<file path="src/rtl/fb_scanout_pkg.sv">
// Shared framebuffer geometry, default video timing and sync polarity helper.
package fb_scanout_pkg;

    localparam int unsigned WIDTH       = 16;
    localparam int unsigned HEIGHT      = 12;
    localparam int unsigned PIXEL_SIZE  = 3;
    localparam int unsigned PACKED_SIZE = WIDTH * HEIGHT * PIXEL_SIZE;

    localparam int unsigned H_FP   = 2;
    localparam int unsigned H_SYNC = 4;
    localparam int unsigned H_BP   = 2;
    localparam int unsigned V_FP   = 1;
    localparam int unsigned V_SYNC = 2;
    localparam int unsigned V_BP   = 1;

    // Maps a logical "sync asserted" flag onto the pin level.
    function automatic logic sync_level(input logic asserted, input bit active_low);
        return asserted ^ active_low;
    endfunction

endpackage

</file>
<file path="src/rtl/vga_timing_gen.sv">
// Raster counters plus combinational active/sync/strobe decodes for fb_scanout.
module vga_timing_gen #(
    parameter int unsigned WIDTH  = fb_scanout_pkg::WIDTH,
    parameter int unsigned HEIGHT = fb_scanout_pkg::HEIGHT,
    parameter int unsigned H_FP   = fb_scanout_pkg::H_FP,
    parameter int unsigned H_SYNC = fb_scanout_pkg::H_SYNC,
    parameter int unsigned H_BP   = fb_scanout_pkg::H_BP,
    parameter int unsigned V_FP   = fb_scanout_pkg::V_FP,
    parameter int unsigned V_SYNC = fb_scanout_pkg::V_SYNC,
    parameter int unsigned V_BP   = fb_scanout_pkg::V_BP,
    localparam int unsigned H_TOTAL = WIDTH + H_FP + H_SYNC + H_BP,
    localparam int unsigned V_TOTAL = HEIGHT + V_FP + V_SYNC + V_BP,
    localparam int unsigned HW      = $clog2(H_TOTAL),
    localparam int unsigned VW      = $clog2(V_TOTAL)
) (
    input  logic          clk,
    input  logic          reset,
    output logic [HW-1:0] h_cnt,
    output logic [VW-1:0] v_cnt,
    output logic          active,
    output logic          hs_on,
    output logic          vs_on,
    output logic          frame_origin,
    output logic          blank_start
);

    logic [31:0] h32, v32;

    always_ff @(posedge clk or posedge reset) begin
        if (reset) begin
            h_cnt <= '0;
            v_cnt <= '0;
        end else if (32'(h_cnt) == H_TOTAL - 1) begin
            h_cnt <= '0;
            v_cnt <= (32'(v_cnt) == V_TOTAL - 1) ? '0 : v_cnt + VW'(1);
        end else begin
            h_cnt <= h_cnt + HW'(1);
        end
    end

    // Compare in 32 bits so sync windows ending at the total never truncate.
    always_comb begin
        h32          = 32'(h_cnt);
        v32          = 32'(v_cnt);
        active       = (h32 < WIDTH) && (v32 < HEIGHT);
        hs_on        = (h32 >= WIDTH + H_FP) && (h32 < WIDTH + H_FP + H_SYNC);
        vs_on        = (v32 >= HEIGHT + V_FP) && (v32 < HEIGHT + V_FP + V_SYNC);
        frame_origin = (h32 == 0) && (v32 == 0);
        blank_start  = (h32 == 0) && (v32 == HEIGHT);
    end

endmodule

</file>
<file path="src/rtl/fb_scanout.sv">
// Framebuffer read side: rasters the packed frame out with registered VGA-style
// outputs and acks buffer swaps at the first vertical-blanking cycle.
module fb_scanout #(
    parameter int unsigned WIDTH      = fb_scanout_pkg::WIDTH,
    parameter int unsigned HEIGHT     = fb_scanout_pkg::HEIGHT,
    parameter int unsigned PIXEL_SIZE = fb_scanout_pkg::PIXEL_SIZE,
    parameter int unsigned H_FP       = fb_scanout_pkg::H_FP,
    parameter int unsigned H_SYNC     = fb_scanout_pkg::H_SYNC,
    parameter int unsigned H_BP       = fb_scanout_pkg::H_BP,
    parameter int unsigned V_FP       = fb_scanout_pkg::V_FP,
    parameter int unsigned V_SYNC     = fb_scanout_pkg::V_SYNC,
    parameter int unsigned V_BP       = fb_scanout_pkg::V_BP,
    parameter bit          SYNC_ACTIVE_LOW = 1'b1,
    localparam int unsigned PACKED_SIZE = WIDTH * HEIGHT * PIXEL_SIZE
) (
    input  logic                   clk,
    input  logic                   reset,
    input  logic [PACKED_SIZE-1:0] packed_buffer,
    input  logic                   swap_req,
    output logic                   swap_ack,
    output logic [PIXEL_SIZE-1:0]  pixel,
    output logic                   de,
    output logic                   hsync,
    output logic                   vsync,
    output logic                   frame_start
);

    import fb_scanout_pkg::*;

    localparam int unsigned HW    = $clog2(WIDTH + H_FP + H_SYNC + H_BP);
    localparam int unsigned VW    = $clog2(HEIGHT + V_FP + V_SYNC + V_BP);
    localparam int unsigned IDX_W = $clog2(PACKED_SIZE) + 1;

    logic [HW-1:0]         h_cnt;
    logic [VW-1:0]         v_cnt;
    logic                  active, hs_on, vs_on, frame_origin, blank_start;
    logic [IDX_W-1:0]      pix_idx, bit_off;
    logic [PIXEL_SIZE-1:0] pixel_d;

    vga_timing_gen #(
        .WIDTH  (WIDTH),
        .HEIGHT (HEIGHT),
        .H_FP   (H_FP),
        .H_SYNC (H_SYNC),
        .H_BP   (H_BP),
        .V_FP   (V_FP),
        .V_SYNC (V_SYNC),
        .V_BP   (V_BP)
    ) u_timing (
        .clk          (clk),
        .reset        (reset),
        .h_cnt        (h_cnt),
        .v_cnt        (v_cnt),
        .active       (active),
        .hs_on        (hs_on),
        .vs_on        (vs_on),
        .frame_origin (frame_origin),
        .blank_start  (blank_start)
    );

    // Shift-based select keeps the full-width bit offset without truncation.
    always_comb begin
        pix_idx = IDX_W'(v_cnt) * IDX_W'(WIDTH) + IDX_W'(h_cnt);
        bit_off = pix_idx * IDX_W'(PIXEL_SIZE);
        pixel_d = active ? PIXEL_SIZE'(packed_buffer >> bit_off) : '0;
    end

    always_ff @(posedge clk or posedge reset) begin
        if (reset) begin
            pixel       <= '0;
            de          <= 1'b0;
            hsync       <= sync_level(1'b0, SYNC_ACTIVE_LOW);
            vsync       <= sync_level(1'b0, SYNC_ACTIVE_LOW);
            frame_start <= 1'b0;
            swap_ack    <= 1'b0;
        end else begin
            pixel       <= pixel_d;
            de          <= active;
            hsync       <= sync_level(hs_on, SYNC_ACTIVE_LOW);
            vsync       <= sync_level(vs_on, SYNC_ACTIVE_LOW);
            frame_start <= frame_origin;
            // blank_start occurs once per frame, so at most one ack per frame.
            swap_ack    <= blank_start & swap_req;
        end
    end

endmodule

</file>
<file path="config.mk">
export PLATFORM = sky130hd
export DESIGN_NAME = fb_scanout
export DESIGN_NICKNAME = d
export VERILOG_FILES = /design/src/rtl/fb_scanout_pkg.sv /design/src/rtl/vga_timing_gen.sv /design/src/rtl/fb_scanout.sv
export SDC_FILE = /design/constraint.sdc
export NUM_CORES = 1
export LEC_CHECK = 0
export BUFFER_PORTS_ARGS = -buffer_cell sky130_fd_sc_hd__buf_4
export CORE_AREA = 2 2 230 232
export CTS_BUF_LIST = sky130_fd_sc_hd__clkbuf_4 sky130_fd_sc_hd__clkbuf_8
export DETAILED_ROUTE_END_ITERATION = 16
export DIE_AREA = 0 0 232 234
export PLACE_DENSITY = 0.32
export SYNTH_ARGS = -nofsm -noshare
export SYNTH_HDL_FRONTEND = slang
export SYNTH_SLANG_ARGS = --single-unit
</file>
<file path="constraint.sdc">
create_clock -name clk -period 2.54 [get_ports clk]
set_input_delay 0.254 -clock clk [delete_from_list [all_inputs] [get_ports clk]]
set_output_delay 0.254 -clock clk [all_outputs]
set_load 0.05 [all_outputs]
</file>
After elaboration in Yosys (flattened, before gate mapping)
Index checks and enable logic that the tools add are counted.

word-level totals
  register bits = 17
  input port bits = 579
  output and inout bits = 8
  logic and storage cells = 35

operators by class
  $add $sub $neg = 3
  multipliers = 1
  magnitude comparators = 6
  equal/unequal tests = 3
  shift operators = 1
  multiplexer cells = 3
  bitwise operators = 3
  reduce and logical (&&, ||, !) cells = 7

operators by type and width
  cell                    number
  $shr A576 B11 Y3        1
  $mul A9 B2 Y11 const B  1
  $lt A5 B5 Y1 const B    2
  $add A8 B5 Y9           1
  $eq A4 B4 Y1 const B    2
  $lt A4 B4 Y1 const B    2
  $add A5 B1 Y5 const B   1
  $eq A5 B5 Y1 const B    1
  $ge A5 B5 Y1 const B    1
  $logic_and A1 B1 Y1     5
  $logic_not A5 Y1        1
  $mux W5                 1
  $add A4 B1 Y4 const B   1
  $ge A4 B4 Y1 const B    1
  $logic_not A4 Y1        1
  $mux W4                 1
  $mux W3                 1
  $not A1 Y1              2
  $and A1 B1 Y1           1

Depth between registers and ports, before layout
Gate-level depths: netlist (run 1).

  depth in word-level cells = 4
  gate-level depth with buffers = 11
  mapped depth without buffers = 9

Modules after synthesis
A second synthesis (run 1) with hierarchy kept.

second synthesis, totals
  cell total of the unflattened synthesis = 515
  area, all modules = 5,764.3 µm²

modules (own cells, without submodules)
  module          instances  cells an instance  area an instance (µm²)
  fb_scanout      1          458                5,222.5
  vga_timing_gen  1          57                 541.8

Worst setup path before layout (run 1)
No wires, ideal clock.

  path kind = register to register
  start point = register u_timing.h_cnt[4]
  end point = register pixel[0]
  data arrival time = 2.400 ns
  setup slack = 0.053 ns
  cell stages (with the launch flop) = 10
  buffers on the path = 0
  cells stage by stage = dfrtp_1 > ha_1 > ha_1 > xnor2_1 > nor2_1 > o221ai_1 > a21oi_1 > o31a_1 > or4_1 > o211ai_1

between the ends
  cells in the longest elaborated chain, start to end = 4
  elaborated cells between the ends (all ways) = 6
  classes of those cells = 1 x add/sub; 1 x mul; 1 x order compare; 1 x shift; 1 x mux; 1 x reduce/logical

RTL lines
  element                 RTL line              source
  from (decl)             vga_timing_gen.sv:18  output logic [HW-1:0] h_cnt,
  from (signal assigned)  vga_timing_gen.sv:37  h_cnt <= h_cnt + HW'(1);
  $add A8 B5 Y9           fb_scanout.sv:63      pix_idx = IDX_W'(v_cnt) * IDX_W'(WIDTH) + IDX_W'(h_cnt);
  $mul A9 B2 Y11          fb_scanout.sv:64      bit_off = pix_idx * IDX_W'(PIXEL_SIZE);
  $shr A576 B11 Y3        fb_scanout.sv:65      pixel_d = active ? PIXEL_SIZE'(packed_buffer >> bit_off) : '0;
  $mux W3 (*)             fb_scanout.sv:65
  named net pixel_d[0]    fb_scanout.sv:38      logic [PIXEL_SIZE-1:0] pixel_d;
  to (signal assigned)    fb_scanout.sv:77      pixel <= pixel_d;
  to (decl)               fb_scanout.sv:21      output logic [PIXEL_SIZE-1:0] pixel,

Mark *: on every way through the listed nets, which the timed path passes. The rest lies on a longest branch.
A chain may end at the register's enable or synchronous reset.

Worst setup path after layout (run 1)
  start point = register u_timing.h_cnt[0]
  end point = register pixel[2]

Same word-level chain as after synthesis.

==> impl_metrics.yaml, run 1 <==
sta:
  timing.hold.ws_ns: 0.136
  min_period_over_period: 0.991
  fmax_mhz: 397
  rsz0062_at_grt: "true"
  final.setup_skew_ns: 0.0111
  worst_pin_slew_ns: 0.794
  setup_viol: 0
  slew_violations: 0
  relSlewSlack: 0.470
  finalHoldViolCount: 0
  period_needed_ns: 2.52
synth:
  synth_edf_count: 0
  synthCells: 528
  synth_cell_types: 47
  syn_area_per_cell_um2: 10.7
  ys_ff_latch: 17
  async_reset_ff_frac: 1.00
  synth_top_family_by_area: "multiplexers"
  ys_warn_count: 0
  synthFlopType: "dfrtp_1"
  syn-num-nets: 1115
  synth_fa_ha_area_frac: 0.0177
  syn_area_um2: 5650
  synth_simple_gate_area_frac: 0.0879
  yosysSeqAreaShare: 0.0757
  muxShareOfSynthArea: 0.594
  synth_xor_xnor_area_share: 0.00929
  synth_compound_gate_area_share: 0.151
final_layout:
  fill_cells: 5758
  syn_to_final_growth_pct: 107
  layout_common_cells: "652 x buf_4, 110 x mux4_2, 87 x mux2i_1, 34 x nand2_1, 29 x o221ai_1"
  final_nets: 1736
  final_layout_size_suffix_gt1_frac: 0.713
  multi_input_area_um2: 4970
  layoutNonFillerInstCount: 1839
  seq_area_um2: 438
  final_common_cell: "buf_4"
pwr:
  p_per_area_nw_per_um2: 133
  p_leak_nw: 5.73
  ir_worst_vdd_mv: 0.116
clock_network:
  cts_buffers: 3
  clkSinkCount: 17
  clock_latency_ns: 0.27
  cts_tree: "built"
  cts_buffer_depth: 2
  cts-root-buf: "clkbuf_8"
  cts-hold-fix-buffers: 0
  cts.clk_slew.worst_paths_ns: 0.09
  htree_levels: 1
worst_setup_path:
  cp_max_fo: 12
  cp_data_arrival_time_ns: 2.67
  path_cells: "buf_12, buf_4, mux4_2, mux4_2, a31o_1, a22oi_1, o211ai_1"
  crit_type: "flop to flop"
  required_ns: 2.70
  crit_path_end_kind: "flop"
  slowest_delay_ns: 0.55
  path_common_cell: "mux4_2"
  cp_slowest_cell: "mux4_2"
  start_kind: "flop"
global_route:
  grt_max_degree: 40
  antenna_found_initial: 3
  gr-max-usage-layer: "met2"
  track_usage: 0.151
  grt_pass1_wl_um: 58600
  met2_usage: 0.285
  use_met3: 0.0236
  grtUsageMet1: 0.184
  grt_pass1_vias: 8135
  overflow: 0
floorplanning:
  start_util: 0.109
  core_um2: 52000
  dieArea_um2: 54300
  num_rows: 84
  die_y_um: 234
  boundaryPins: 587
  die_x_um: 232
routing:
  vias_per_cell: 4.11
  wl_um: 43600
  ant_nets: 0
  drt_pre_antenna_iters: 4
  vias: 7563
  drc_errors: 0
  drtIter0Drc: 288
  wl_per_cell_um: 23.7
flow_run:
  cap_violations: 0
placement:
  globalplace.congestion: 0.782
  placed_cells: 1825
  hpwlAfterDp_um: 38100
  io_buffers: 586
worst_hold_path:
  hold_path.class: "input pin to asynchronous set/reset pin"
status:
  outcome: "completed"
-- flip-flops by register name, indices dropped and copies added, names as in the netlist --
signal and count:
frame_start 1, u_timing.v_cnt 4, pixel 3, swap_ack 1, vsync 1, u_timing.h_cnt 5
hsync 1, de 1
-- critical path: cells and delay by family, from the launching register on --
kind,cells,cell delay (ns)
mux,2,1.06
compound gates,3,0.54
flops,1,0.49
buf+inv,2,0.29
-- repair_timing --
action                                  CTS  global route
buffers inserted                          2             2
gates resized for setup                  16            13
pin swaps                                 5             2
endpoints found under the setup margin    3             3
gates cloned                              2             1
-- kinds of logic after synthesis --
family,count (synthesis)
muxes,198
xor gates and xnor gates,6
AOI/OAI and AO/OA,125
DFF,17
adders and majority gates,8
buffers and inverters,68
and+or+nand+nor,106
-- path summary, 6_finish.rpt --
path	from	end	slack, ns	cells after the start
setup / recovery	u_timing.h_cnt[0]$_DFF_PP0_	pixel[2]$_DFF_PP0_	0.02	7
hold / removal	reset	u_timing.v_cnt[2]$_DFFE_PP0N_	0.14	2
setup reg to reg	u_timing.h_cnt[0]$_DFF_PP0_	pixel[2]$_DFF_PP0_	0.02	7
hold reg to reg	u_timing.h_cnt[4]$_DFF_PP0_	u_timing.h_cnt[4]$_DFF_PP0_	0.67	3
max in group asynchronous	reset	u_timing.h_cnt[0]$_DFF_PP0_	1.83	2
min in group clk	swap_req	swap_ack$_DFF_PP0_	0.31	3
-- cell usage after synthesis (all sizes together) (2+ instances only) --
master,number,share of area
xnor2,4,0.0062
o22ai,28,0.031
o31ai,2,0.0027
a21oi,30,0.027
a211oi,5,0.0066
o211ai,2,0.0027
a211o,3,0.0046
a31oi,4,0.0044
or2,2,0.0022
clkbuf,17,0.011
nor2,20,0.013
and3,3,0.0033
mux4,110,0.44
ha,8,0.018
nand2b,4,0.0044
o21ai,9,0.0080
dfstp,2,0.0093
nor3b,2,0.0027
mux2i,88,0.16
o221ai,31,0.048
nand3,7,0.0062
inv,8,0.0053
dfrtp,15,0.066
nor3,21,0.019
a22oi,3,0.0040
buf,42,0.047
and2,4,0.0044
nor2b,3,0.0033
xor2,2,0.0031
nand2,34,0.023
nor4,3,0.0033
a311oi,2,0.0031
-- layer usage --
metal | routed length, um | vias up
li1 | - | 3485
met1 | 17300 | 3659
met2 | 23000 | 410
met3 | 3010 | 9
met4 | 273 | 0
met5 | 0 | -
-- where the power goes --
group	total, mW	switching, mW	internal, mW
registers	0.277	0.00327	0.273
logic	1.05	0.287	0.765
clock network	0.231	0.121	0.110
-- layout make-up --
class                   count  share of cell area
diodes                      3            0.000641
clock buffers               3             0.00353
flip-flops and latches     17              0.0374
repair buffers            675               0.457
multi-input cells         443               0.424
well taps                 688              0.0735
clock inverters             1            0.000428
inverters                   9             0.00289
-- stage by stage --
stage               setup slack [ns]  total power, mW   util  cell area [um2]  setup TNS (ns)
detailed placement            -0.310             1.35  0.219            11400          -0.821
finish                        0.0218             1.56  0.225            11700               0
global route                  -0.132             1.65  0.225            11700          -0.289
global placement              -0.338             1.34  0.219            11400          -0.820
CTS                          -0.0630             1.59  0.223            11600          -0.180
floorplan                     0.0532            0.543      -             5650               0
Power figures use the tool's default switching activity.
==> inputs of run 2 (changes only) <==
--- a/config.mk
+++ b/config.mk
@@ -6,11 +6,11 @@
 export NUM_CORES = 1
 export LEC_CHECK = 0
 export BUFFER_PORTS_ARGS = -buffer_cell sky130_fd_sc_hd__buf_4
-export CORE_AREA = 2 2 230 232
+export CORE_AREA = 2 2 227 229
 export CTS_BUF_LIST = sky130_fd_sc_hd__clkbuf_4 sky130_fd_sc_hd__clkbuf_8
 export DETAILED_ROUTE_END_ITERATION = 16
-export DIE_AREA = 0 0 232 234
-export PLACE_DENSITY = 0.32
+export DIE_AREA = 0 0 229 231
+export PLACE_DENSITY = 0.31
 export SYNTH_ARGS = -nofsm -noshare
 export SYNTH_HDL_FRONTEND = slang
 export SYNTH_SLANG_ARGS = --single-unit
==> constraint.sdc (replaced) <==
create_clock -name clk -period 2.6 [get_ports clk]
set_input_delay 0.26 -clock clk [delete_from_list [all_inputs] [get_ports clk]]
set_output_delay 0.26 -clock clk [all_outputs]
set_load 0.05 [all_outputs]
==> impl_metrics.yaml, run 2 (synthesis results as in run 1) <==
clock_network:
  clock_latency_ns: 0.28
  htree_levels: 1
  cts_tree: "built"
  cts_buffer_depth: 2
  clkSinkCount: 17
  cts-hold-fix-buffers: 0
  cts_buffers: 3
  cts-root-buf: "clkbuf_8"
  cts.clk_slew.worst_paths_ns: 0.09
final_layout:
  layout_common_cells: "649 x buf_4, 110 x mux4_2, 85 x mux2i_1, 34 x nand2_1, 30 x a21oi_1"
  fill_cells: 5609
  final_nets: 1734
  seq_area_um2: 438
  top_regs: "u_timing.h_cnt (5), u_timing.v_cnt (4), pixel (3)"
  largest_register: "u_timing.h_cnt"
  final_util: 0.232
  largest_register_ffs: 5
  final_layout_size_suffix_gt1_frac: 0.715
  final_common_cell: "buf_4"
  syn_to_final_growth_pct: 108
  multi_input_area_um2: 5000
worst_setup_path:
  cp_data_arrival_time_ns: 2.75
  worstSetupStartpoint: "u_timing.h_cnt[4]$_DFF_PP0_"
  start_kind: "flop"
  crit_type: "flop to flop"
  cp_max_fo: 4
  required_ns: 2.80
  crit_path_end_kind: "flop"
  rr_startpoint: "u_timing.h_cnt[4]$_DFF_PP0_"
floorplanning:
  boundaryPins: 587
  core_um2: 50700
  dieArea_um2: 52900
  num_rows: 83
  start_util: 0.112
  die_y_um: 231
  die_x_um: 229
routing:
  wl_um: 43800
  drc_errors: 0
  drt_pre_antenna_iters: 4
  wl_per_cell_um: 24.0
  top_layer: "met5"
  wl_met3_um: 2880
  wl_met1_um: 17900
  vias: 7534
  vias_per_cell: 4.12
  wl_met2_um: 22700
  drtIter0Drc: 271
  ant_nets: 0
sta:
  timing.hold.ws_ns: 0.159
  layout_setup_ws_ns: 0.0494
  setup_viol: 0
  fin_tns_setup_ns: 0
  relSlewSlack: 0.441
  period_needed_ns: 2.55
  fmax_mhz: 392
  final.setup_skew_ns: 0.00334
  slew_violations: 0
  rsz0062_at_grt: "true"
  min_period_over_period: 0.981
  finalHoldViolCount: 0
  worst_pin_slew_ns: 0.837
flow_run:
  cap_violations: 0
placement:
  io_buffers: 586
  globalplace.congestion: 0.821
  hpwlAfterDp_um: 37900
  post-place-ws_ns: -0.194
worst_hold_path:
  hold_path.class: "input pin to asynchronous set/reset pin"
global_route:
  grt_pass1_vias: 8486
  track_usage: 0.153
  overflow: 0
  grt_pass1_wl_um: 59000
  grt_max_degree: 44
  antenna_found_initial: 4
pwr:
  ir_worst_vdd_mv: 0.115
  p_per_area_nw_per_um2: 131
  p_leak_nw: 5.71
status:
  outcome: "completed"
run 2: cell types whose count changed in the layout (fill, tap and decap cells not counted), sizes merged:
cell / previous run / this run
buf: 672 / 668
bufbuf: 2 / 0
clkbuf: 4 / 8
clkinv: 2 / 1
clkinvlp: 0 / 1
diode: 3 / 1
run 2: final timing paths:
kind / endpoint / slack (ns) / cells past startpoint
hold / removal: de$_DFF_PP0_ / 0.16 / 2
max in group asynchronous: u_timing.h_cnt[1]$_DFF_PP0_ / 1.83 / 2
min in group clk: swap_ack$_DFF_PP0_ / 0.23 / 3
setup reg to reg: pixel[0]$_DFF_PP0_ / 0.05 / 9
hold reg to reg: hsync$_DFF_PP1_ / 0.65 / 2
setup / recovery: pixel[0]$_DFF_PP0_ / 0.05 / 9
run 2: worst max-delay path, cell delays in order, from the launching register on:
cell	delay, ns
dfrtp_1	0.40
ha_1	0.28
ha_4	0.21
xnor2_4	0.24
nor2_2	0.11
o221ai_1	0.16
a21oi_1	0.12
o31a_1	0.34
or4_1	0.50
o211ai_1	0.10
run 2: final cells by class:
class                           instances  share of cell area
Antenna cell                            1            0.000213
Clock buffer                            3             0.00351
Clock inverter                          1            0.000639
Inverter                                9             0.00288
Multi-Input combinational cell        443               0.426
Sequential cell                        17              0.0373
Tap cell                              680              0.0724
Timing Repair Buffer                  673               0.457
run 2: power by group:
group          internal [mW]  switching (mW)  total (mW)
Sequential             0.267         0.00302       0.270
Combinational          0.746           0.277        1.02
Clock                  0.109           0.132       0.241
Total                   1.12           0.411        1.53
run 2: per-layer routing:
| layer | vias to the layer above | track usage |
|---|---|---|
| met2 | 365 | 0.283 |
| met3 | 13 | 0.0287 |
| met5 | - | 0 |
| met1 | 3665 | 0.188 |
| li1 | 3487 | - |
| met4 | 4 | 0.0199 |
run 2: what timing repair did:
item,4_1_cts,5_1_grt
setup buffers,3,2
gates cloned,0,5
resized for setup,17,18
setup endpoints to repair,3,3
pin swaps,3,4
run 2: metrics by stage:
| stage | area [um2] | total power [mW] | cells |
|---|---|---|---|
| 2_1_floorplan | 5650 | 0.530 | 528 |
| 6_report | 11800 | 1.53 | 1827 |
| 3_3_place_gp | 11300 | 1.30 | 1812 |
| 5_1_grt | 11800 | 1.63 | 1827 |
| 4_1_cts | 11500 | 1.57 | 1819 |
| 3_5_place_dp | 11300 | 1.31 | 1812 |
==> inputs of run 3 (changes only) <==
--- a/config.mk
+++ b/config.mk
@@ -5,12 +5,12 @@
 export SDC_FILE = /design/constraint.sdc
 export NUM_CORES = 1
 export LEC_CHECK = 0
-export BUFFER_PORTS_ARGS = -buffer_cell sky130_fd_sc_hd__buf_4
 export CORE_AREA = 2 2 227 229
 export CTS_BUF_LIST = sky130_fd_sc_hd__clkbuf_4 sky130_fd_sc_hd__clkbuf_8
 export DETAILED_ROUTE_END_ITERATION = 16
 export DIE_AREA = 0 0 229 231
-export PLACE_DENSITY = 0.31
+export DONT_BUFFER_PORTS = 1
+export PLACE_DENSITY = 0.3
 export SYNTH_ARGS = -nofsm -noshare
 export SYNTH_HDL_FRONTEND = slang
 export SYNTH_SLANG_ARGS = --single-unit
==> impl_metrics.yaml, run 3 (synthesis results as in run 1) <==
pwr:
  p_clk_frac: 0.266
  ir_worst_vdd_mv: 0.143
  p_int_mw: 0.605
  p_sw_mw: 0.271
  combPwrFrac: 0.411
  pwr-share-seq: 0.323
  swShare: 0.309
  p_total_mw: 0.876
  p_per_area_nw_per_um2: 114
  p_leak_nw: 3.03
worst_setup_path:
  r2r_setup_slack_ns: 0.008
  cp_slowest_cell: "dfrtp_4"
  worstSetupStartpoint: "u_timing.h_cnt[0]$_DFF_PP0_"
  endpoint: "pixel[0]$_DFF_PP0_"
  crit_path_end_kind: "flop"
  start_kind: "flop"
  slowest_delay_ns: 0.54
  worstRegToRegCells: 8
  required_ns: 2.73
  rr_startpoint: "u_timing.h_cnt[0]$_DFF_PP0_"
  crit_type: "flop to flop"
  path_cells: "clkbuf_16, mux4_2, mux4_2, mux2i_1, buf_4, nor3_2, o31ai_1, o211ai_1"
  path_common_cell: "mux4_2"
  timing.rr.end: "pixel[0]$_DFF_PP0_"
  cp_data_arrival_time_ns: 2.72
  cp_max_fo: 6
sta:
  layout_setup_ws_ns: 0.00825
  rsz0062_at_grt: "true"
  timing.hold.ws_ns: 0.0382
  fmax_mhz: 386
  worst_pin_slew_ns: 0.826
  final.setup_skew_ns: 0.0148
  finalHoldViolCount: 0
  setup_viol: 0
  period_needed_ns: 2.59
  min_period_over_period: 0.997
  fin_tns_setup_ns: 0
  relSlewSlack: 0.449
  slew_violations: 0
final_layout:
  top_regs: "u_timing.h_cnt (5), u_timing.v_cnt (4), pixel (3)"
  largest_register: "u_timing.h_cnt"
  largest_register_ffs: 5
  layout_common_cells: "110 x mux4_2, 87 x buf_4, 82 x mux2i_1, 34 x nand2_1, 28 x o221ai_1"
  final_area_um2: 7660
  fill_cells: 5809
  final_nets: 1173
  final_common_cell: "mux4_2"
  syn_to_final_growth_pct: 35.5
  final_layout_size_suffix_gt1_frac: 0.475
floorplanning:
  start_util: 0.112
  die_y_um: 231
  dieArea_um2: 52900
  core_um2: 50700
  num_rows: 83
  boundaryPins: 587
  die_x_um: 229
placement:
  post-place-ws_ns: -0.425
  globalplace.congestion: 1.01
  dpl_cell_area_um2: 7000
  hpwlAfterDp_um: 34500
  io_buffers: 0
routing:
  vias_per_cell: 4.37
  drc_errors: 0
  wl_um: 39800
  drt_pre_antenna_iters: 4
  ant_nets: 0
  wl_per_cell_um: 31.1
  drtIter0Drc: 243
  vias: 5589
flow_run:
  cap_violations: 0
global_route:
  grt_pass1_wl_um: 51900
  grt_pass1_vias: 6231
  track_usage: 0.141
  grt_max_degree: 30
  overflow: 0
  antenna_found_initial: 22
clock_network:
  clock_latency_ns: 0.27
  htree_levels: 1
  cts-root-buf: "clkbuf_8"
  cts_tree: "built"
  cts-hold-fix-buffers: 0
  clkSinkCount: 17
  cts.clk_slew.worst_paths_ns: 0.09
  cts_buffers: 3
  cts_buffer_depth: 2
status:
  outcome: "completed"
worst_hold_path:
  hold_path.class: "input pin to asynchronous set/reset pin"
[run 3: changes by cell type in the layout (fill, tap and decap cells not counted), sizes merged]
cell      delta
clkbuf       -3
clkinvlp     -1
bufbuf       +1
diode       +13
buf        -558
[run 3: cell type report]
class / instances / area (um2) / share of cell area
flip-flops and latches: 17 / 438 / 0.0572
diodes: 14 / 35.0 / 0.00457
clock buffers: 4 / 48.8 / 0.00637
well taps: 680 / 851 / 0.111
inverters: 9 / 33.8 / 0.00441
multi-input cells: 443 / 5100 / 0.666
repair buffers: 112 / 1150 / 0.151
[run 3: per-stage QoR]
| stage | std cells | utilization |
|---|---|---|
| after CTS | 1253 | 0.145 |
| after global routing | 1279 | 0.151 |
| final | 1279 | 0.151 |
| after global placement | 1242 | 0.138 |
| after floorplan | 528 | - |
| after detailed placement | 1242 | 0.138 |
[run 3: worst min-delay path by stage]
stage               start  cells after the start  slack [ns]                             to
floorplan           reset                      1        0.18                   de$_DFF_PP0_
CTS                 reset                      1        0.07  u_timing.v_cnt[1]$_DFFE_PP0N_
global route        reset                      1        0.10    u_timing.h_cnt[4]$_DFF_PP0_
global placement    reset                      1        0.38             swap_ack$_DFF_PP0_
finish              reset                      1        0.04  u_timing.v_cnt[1]$_DFFE_PP0N_
detailed placement  reset                      1        0.37             swap_ack$_DFF_PP0_
[run 3: repair_timing]
item / 4_1_cts / 5_1_grt
gates resized for setup: 32 / 38
endpoints found under the setup margin: 3 / 3
buffers inserted: 6 / 12
gates cloned: 3 / 1
pin swaps: 6 / 10
[run 3: worst max-delay path: cells and delay by family (launching register included)]
kind	cells	cell delay [ns]
buffers and inverters	2	0.37
AOI/OAI and AO/OA	2	0.40
and+or+nand+nor	1	0.04
DFF	1	0.54
muxes	3	1.09
[run 3: power by group through the flow]
stage | combinational [mW] | clock, mW | sequential [mW]
floorplan | 0.247 | 0 | 0.284
global placement | 0.356 | 0 | 0.289
detailed placement | 0.354 | 0 | 0.289
CTS | 0.363 | 0.248 | 0.284
global route | 0.390 | 0.256 | 0.283
finish | 0.359 | 0.233 | 0.283
[run 3: routing by layer]
layer  part of all wire  track usage
met1               0.39        0.167
met4              0.029       0.0396
met5             0.0019            0
met3              0.058       0.0212
met2               0.52        0.263
